===== config.mk =====
export PLATFORM = sky130hd
export DESIGN_NAME = adc_capture_ctrl
export DESIGN_NICKNAME = d
export VERILOG_FILES = /design/src/rtl/adc_capture_ctrl.sv
export SDC_FILE = /design/constraint.sdc
export NUM_CORES = 1
export LEC_CHECK = 0
export ABC_AREA = 1
export CORE_UTILIZATION = 42
export CTS_CLUSTER_SIZE = 12
export DETAILED_ROUTE_END_ITERATION = 10
export PLACE_DENSITY_LB_ADDON = 0.05
export RECOVER_POWER = 50
export SLEW_MARGIN = 20
export SYNTH_ARGS = -nofsm -noshare
export SYNTH_HDL_FRONTEND = slang
export SYNTH_SLANG_ARGS = --single-unit

===== constraint.sdc =====
create_clock -name i_125clk -period 1.5 [get_ports i_125clk]
set_input_delay 0.225 -clock i_125clk [delete_from_list [all_inputs] [get_ports i_125clk]]
set_output_delay 0.225 -clock i_125clk [all_outputs]
set_load 0.05 [all_outputs]

===== src/rtl/adc_capture_ctrl.sv =====
// ADC capture controller: pre/post-trigger ring capture into a BRAM and
// ordered readout starting at the oldest pre-trigger word.
//
// Parameters:
//   ADDR_W  - buffer address width, DEPTH = 2**ADDR_W words of 64 bits
//   PRE_LEN - pre-trigger words kept ahead of the trigger (1..DEPTH-2)
// Ports:
//   i_125clk, i_reset      - clock, synchronous active-high reset
//   i_data, i_data_valid   - incoming ADC words
//   i_arm, i_trig, i_abort - capture control
//   i_rd_start, i_rd_ready - readout control
//   o_wren/o_wraddress/o_wrdata - BRAM write port (registered)
//   o_rdaddress            - BRAM read address
//   o_rd_valid, o_rd_last  - BRAM q valid / final word
//   o_busy, o_done         - status
//   o_trig_addr            - buffer address of the trigger word
// Build option: define ADC_CAPTURE_AUTOREARM_EN to restart capture
// immediately after a completed readout instead of returning to IDLE.

module adc_capture_ctrl #(
    parameter int ADDR_W  = 8,
    parameter int PRE_LEN = 64
) (
    input  logic              i_125clk,
    input  logic              i_reset,
    input  logic [63:0]       i_data,
    input  logic              i_data_valid,
    input  logic              i_arm,
    input  logic              i_trig,
    input  logic              i_abort,
    input  logic              i_rd_start,
    input  logic              i_rd_ready,
    output logic              o_wren,
    output logic [ADDR_W-1:0] o_wraddress,
    output logic [63:0]       o_wrdata,
    output logic [ADDR_W-1:0] o_rdaddress,
    output logic              o_rd_valid,
    output logic              o_rd_last,
    output logic              o_busy,
    output logic              o_done,
    output logic [ADDR_W-1:0] o_trig_addr
);

    localparam int DEPTH = 1 << ADDR_W;
    localparam int CW    = ADDR_W + 1;

    localparam logic [CW-1:0]     C_ONE     = CW'(1);
    localparam logic [CW-1:0]     PRE_LAST  = CW'(PRE_LEN - 1);
    localparam logic [CW-1:0]     POST_LAST = CW'(DEPTH - PRE_LEN - 1);
    localparam logic [CW-1:0]     RD_LAST   = CW'(DEPTH - 1);
    localparam logic [ADDR_W-1:0] A_ONE     = ADDR_W'(1);
    localparam logic [ADDR_W-1:0] PRE_A     = ADDR_W'(PRE_LEN);

    typedef enum logic [2:0] {
        S_IDLE,
        S_PREFILL,
        S_WAIT_TRIG,
        S_POST,
        S_DONE,
        S_READ
    } state_t;

    state_t            state_q, state_d;
    logic [ADDR_W-1:0] wr_ptr_q, wr_ptr_d;
    logic [CW-1:0]     cnt_q, cnt_d;
    logic [ADDR_W-1:0] trig_q, trig_d;
    logic [ADDR_W-1:0] rd_addr_q, rd_addr_d;
    logic [CW-1:0]     rd_cnt_q, rd_cnt_d;
    logic              wren_q, wren_d;
    logic [ADDR_W-1:0] wraddr_q, wraddr_d;
    logic [63:0]       wrdata_q, wrdata_d;
    logic              rd_valid_q, rd_valid_d;
    logic              rd_last_q, rd_last_d;
    logic              capturing;

    assign capturing = (state_q == S_PREFILL) ||
                       (state_q == S_WAIT_TRIG) ||
                       (state_q == S_POST);

    always_ff @(posedge i_125clk) begin
        if (i_reset) begin
            state_q    <= S_IDLE;
            wr_ptr_q   <= '0;
            cnt_q      <= '0;
            trig_q     <= '0;
            rd_addr_q  <= '0;
            rd_cnt_q   <= '0;
            wren_q     <= 1'b0;
            wraddr_q   <= '0;
            wrdata_q   <= '0;
            rd_valid_q <= 1'b0;
            rd_last_q  <= 1'b0;
        end else begin
            state_q    <= state_d;
            wr_ptr_q   <= wr_ptr_d;
            cnt_q      <= cnt_d;
            trig_q     <= trig_d;
            rd_addr_q  <= rd_addr_d;
            rd_cnt_q   <= rd_cnt_d;
            wren_q     <= wren_d;
            wraddr_q   <= wraddr_d;
            wrdata_q   <= wrdata_d;
            rd_valid_q <= rd_valid_d;
            rd_last_q  <= rd_last_d;
        end
    end

    always_comb begin
        state_d    = state_q;
        wr_ptr_d   = wr_ptr_q;
        cnt_d      = cnt_q;
        trig_d     = trig_q;
        rd_addr_d  = rd_addr_q;
        rd_cnt_d   = rd_cnt_q;
        wren_d     = 1'b0;
        wraddr_d   = wraddr_q;
        wrdata_d   = wrdata_q;
        rd_valid_d = 1'b0;
        rd_last_d  = 1'b0;

        if (i_abort) begin
            // Strobes already default to 0, so only the state moves.
            state_d = S_IDLE;
        end else begin
            if (capturing && i_data_valid) begin
                wren_d   = 1'b1;
                wraddr_d = wr_ptr_q;
                wrdata_d = i_data;
                wr_ptr_d = wr_ptr_q + A_ONE;
            end

            unique case (state_q)
                S_IDLE: begin
                    if (i_arm) begin
                        wr_ptr_d = '0;
                        cnt_d    = '0;
                        state_d  = S_PREFILL;
                    end
                end
                S_PREFILL: begin
                    if (i_data_valid) begin
                        cnt_d = cnt_q + C_ONE;
                        if (cnt_q == PRE_LAST) begin
                            state_d = S_WAIT_TRIG;
                        end
                    end
                end
                S_WAIT_TRIG: begin
                    // The trigger word itself is the first post word.
                    if (i_data_valid && i_trig) begin
                        trig_d  = wr_ptr_q;
                        cnt_d   = C_ONE;
                        state_d = S_POST;
                    end
                end
                S_POST: begin
                    if (i_data_valid) begin
                        cnt_d = cnt_q + C_ONE;
                        if (cnt_q == POST_LAST) begin
                            state_d = S_DONE;
                        end
                    end
                end
                S_DONE: begin
                    if (i_rd_start) begin
                        // Oldest retained word sits PRE_LEN below the trigger.
                        rd_addr_d = trig_q - PRE_A;
                        rd_cnt_d  = '0;
                        state_d   = S_READ;
                    end
                end
                S_READ: begin
                    if (i_rd_ready) begin
                        rd_valid_d = 1'b1;
                        rd_addr_d  = rd_addr_q + A_ONE;
                        rd_cnt_d   = rd_cnt_q + C_ONE;
                        if (rd_cnt_q == RD_LAST) begin
                            rd_last_d = 1'b1;
`ifdef ADC_CAPTURE_AUTOREARM_EN
                            wr_ptr_d  = '0;
                            cnt_d     = '0;
                            state_d   = S_PREFILL;
`else
                            state_d   = S_IDLE;
`endif
                        end
                    end
                end
                default: state_d = S_IDLE;
            endcase
        end
    end

    assign o_wren      = wren_q;
    assign o_wraddress = wraddr_q;
    assign o_wrdata    = wrdata_q;
    assign o_rdaddress = rd_addr_q;
    assign o_rd_valid  = rd_valid_q;
    assign o_rd_last   = rd_last_q;
    assign o_trig_addr = trig_q;
    assign o_busy      = capturing || (state_q == S_READ);
    assign o_done      = (state_q == S_DONE);

endmodule


==> qor.csv <==
metric,value,unit
firstDrtPassIters,8,
crit_family,simple AND/OR/NAND/NOR gates,
die_x,112,µm
min_path_type,in -> reg,
clk_pin_slew,0.05,ns
ant_nets,0,
stdcell_count,1054,
worstSetupEndpointType,register,
p_per_area,1050,nW/µm²
core,11600,µm²
cpMaxStageDelayCell,dfxtp_2,
violations,"design-rule violations, negative setup slack",
p_leak,3.50,nW
post-place-ws,-0.308,ns
cp_slowest_stage_delay,0.35,ns
die-area,12500,µm²
synth_top_area_share,47.4,%
crit_required,1.78,ns
syn_area,5070,µm²
clock_skew,0.00752,ns
drt_iter0_drc,308,
cp_max_fo,4,
grt_pass1_vias,5031,
drc,2,
reg2reg_slack,-0.21,ns
h-tree-depth,4,
worstSkewPairLatency,0.41,ns
finalSetupViolCount,11,
via_count,5172,
arrival,1.99,ns
gp_congestion,0.830,
crit_end,state_q[2],
fin_ws,-0.210,ns
synth.area.top_cells,"dfxtp_1, nor2_1, o21ai_0, nand2_1, a21oi_1",
reg2reg_depth,13,
finalCritPeriodShare,114,%
cp-startpoint,rd_cnt_q[0],
outcome,finished with violations,
cts_tree,yes,
nets,976,
diodes,0,
die_h,112,µm
slew_violations,0,
yosysSeqAreaShare,47.4,%
rows,39,
place_inst,1018,
grt_remaining_overflow,0,
path_class,reg -> reg,
timing.slew.headroom,66.0,%
synthCells,686,
fillCellCount,1004,
synth.distinct_cells,29,
routedWlPerCell,13.1,µm
crit_buf_inv,2,
dp_hpwl,9.99,mm
finalHoldViolations,0,
cts_buffers,17,
r2r-start,rd_cnt_q[0],
track_usage,22.7,%
wl,13.8,mm
max_freq,0.585,GHz
ys_ff_latch,120,
drive_gt1_share,24.4,%
cap_viol_max_count,0,
power,8.20,mW
synthToLayoutAreaGrowth,53.6,%
portBuffers,164,
syn_avg_cell_area,7.39,µm²
cp-start-kind,register,
initial_utilization,43.7,%
ioPinCount,165,
clkSinkCount,120,
rsz0062_at_grt,true,
ir_drop,0.000722,V
avgViaCountPerCell,4.91,
cp.depth,13,
synth_nets,763,
fin_crit,1.71,ns
grt_max_degree,41,
antenna_found_initial,0,
synth_area_leader_cell,dfxtp_1,
hold_start,i_data[11],
multi_input_area,2280,µm²
ys_warn_count,0,
r2r_end,state_q[2],
final-seq-area,2420,µm²
worst_pin_slew,0.509,ns
root_buffer,clkbuf_16,
grt_pass1_wl,22.9,mm
crit_chain,ha_4 -> nand2_2 -> inv_2 -> nand3_4 -> nor3_2 -> ha_2 -> inv_2 -> nand4_1 -> nand2_2 -> nor2_4 -> nand3_2 -> nand2_1 -> a21oi_1,
cts_buffer_depth,2,
-- cells in the mapped netlist --
library cell,instances
nor2_1,171
inv_1,55
nand4_1,14
buf_4,13
and3_1,1
xnor2_1,3
nor2_2,3
clkbuf_1,9
nor3_1,7
buf_6,8
nor4_1,1
buf_2,4
o21ai_0,100
o21bai_1,1
nand3_1,22
buf_1,1
a21oi_1,46
nor3b_2,2
a22oi_1,1
nor2_4,3
xor2_1,3
o21ai_1,1
nand3_4,1
nand3_2,3
inv_2,3
ha_1,5
nand2_1,81
dfxtp_1,120
a31oi_1,4
-- per-layer routing --
layer | GRT usage [%] | vias up | part of all wire, %
met3 | 6.59 | 19 | 6.8
met1 | 26.8 | 2356 | 44
li1 | - | 2650 | -
met4 | 9.01 | 0 | 1.8
met2 | 38.6 | 147 | 47
met5 | 0 | - | 0
-- state kept, by name, summed over array words and instances, names as in the netlist --
name / flops
o_wraddress: 8
wr_ptr_q: 8
o_rd_last: 1
rd_cnt_q: 9
o_rd_valid: 1
o_trig_addr: 8
o_rdaddress: 8
o_wren: 1
o_wrdata: 64
cnt_q: 9
state_q: 3
-- timing repair --
item,CTS,global route
endpoints found under the setup margin,12,115
resized for setup,12,12
pin swaps,3,1
hold buffers,0,0
setup buffers,3,2
-- power breakdown --
group | internal, mW | total (mW) | switching, mW
registers | 3.26 | 3.29 | 0.0379
logic | 0.358 | 0.843 | 0.485
clock network | 2.68 | 4.06 | 1.38
total | 6.30 | 8.20 | 1.90
-- layout by cell type (no fill, tap or decap), drive strengths merged --
cell type / netlist / routed
nor2: 177 / 177
dfxtp: 120 / 120
buf: 26 / 109
o21ai: 101 / 101
nand2: 81 / 81
clkbuf: 9 / 71
clkdlybuf4s50: 0 / 70
inv: 58 / 58
a21oi: 46 / 46
nand3: 26 / 26
nand4: 14 / 14
nor3: 7 / 7
ha: 5 / 5
a31oi: 4 / 4
clkinv: 0 / 4
xnor2: 3 / 3
xor2: 3 / 3
bufinv: 0 / 3
nor3b: 2 / 2
and3: 1 / 1
a22oi: 1 / 1
nor4: 1 / 1
o21bai: 1 / 1
clkinvlp: 0 / 1
dlygate4sd3: 0 / 1
dlymetal6s2s: 0 / 1
-- cell type report --
| class | count | area share [%] |
|---|---|---|
| tap | 143 | 2.30 |
| clock buffer | 23 | 6.01 |
| timing repair buffer | 229 | 27.0 |
| multi-input combinational | 473 | 29.3 |
| clock inverter | 8 | 1.56 |
| inverter | 58 | 2.80 |
| sequential | 120 | 31.0 |
-- metrics by stage --
stage               cell area [µm²]  setup TNS (ns)  hold WS, ns  utilization (%)
floorplan                      5100          -0.331        0.360                -
global placement               7270          -17.84        0.453             62.6
detailed placement             7270          -18.98        0.463             62.6
CTS                            7910           -1.27        0.390             68.1
global route                   7790          -10.13        0.401             67.1
finish                         7790           -1.17        0.400             67.1
-- how the worst min path moves through the flow --
stage | endpoint | slack (ns) | cells past startpoint
2_1_floorplan | o_wrdata[19] | 0.36 | 2
6_report | o_wrdata[11] | 0.40 | 3
4_1_cts | o_wrdata[19] | 0.39 | 3
3_3_place_gp | rd_cnt_q[8] | 0.45 | 2
3_5_place_dp | rd_cnt_q[8] | 0.46 | 2
5_1_grt | o_wrdata[15] | 0.40 | 3
-- kinds of logic after synthesis --
| logic type | Yosys count | synth area share [%] |
|---|---|---|
| and+or+nand+nor | 309 | 25.9 |
| buffers and inverters | 93 | 9.13 |
| AOI/OAI and AO/OA | 153 | 15.3 |
| xor gates and xnor gates | 6 | 1.04 |
| DFF | 120 | 47.4 |
| adders and majority gates | 5 | 1.23 |
-- worst min-delay path, delay by kind of cell --
family | cells | cell delay, ns
buffers and inverters | 1 | 0.39
AND/OR/NAND/NOR | 2 | 0.15
(Power assumes the default switching activity.)
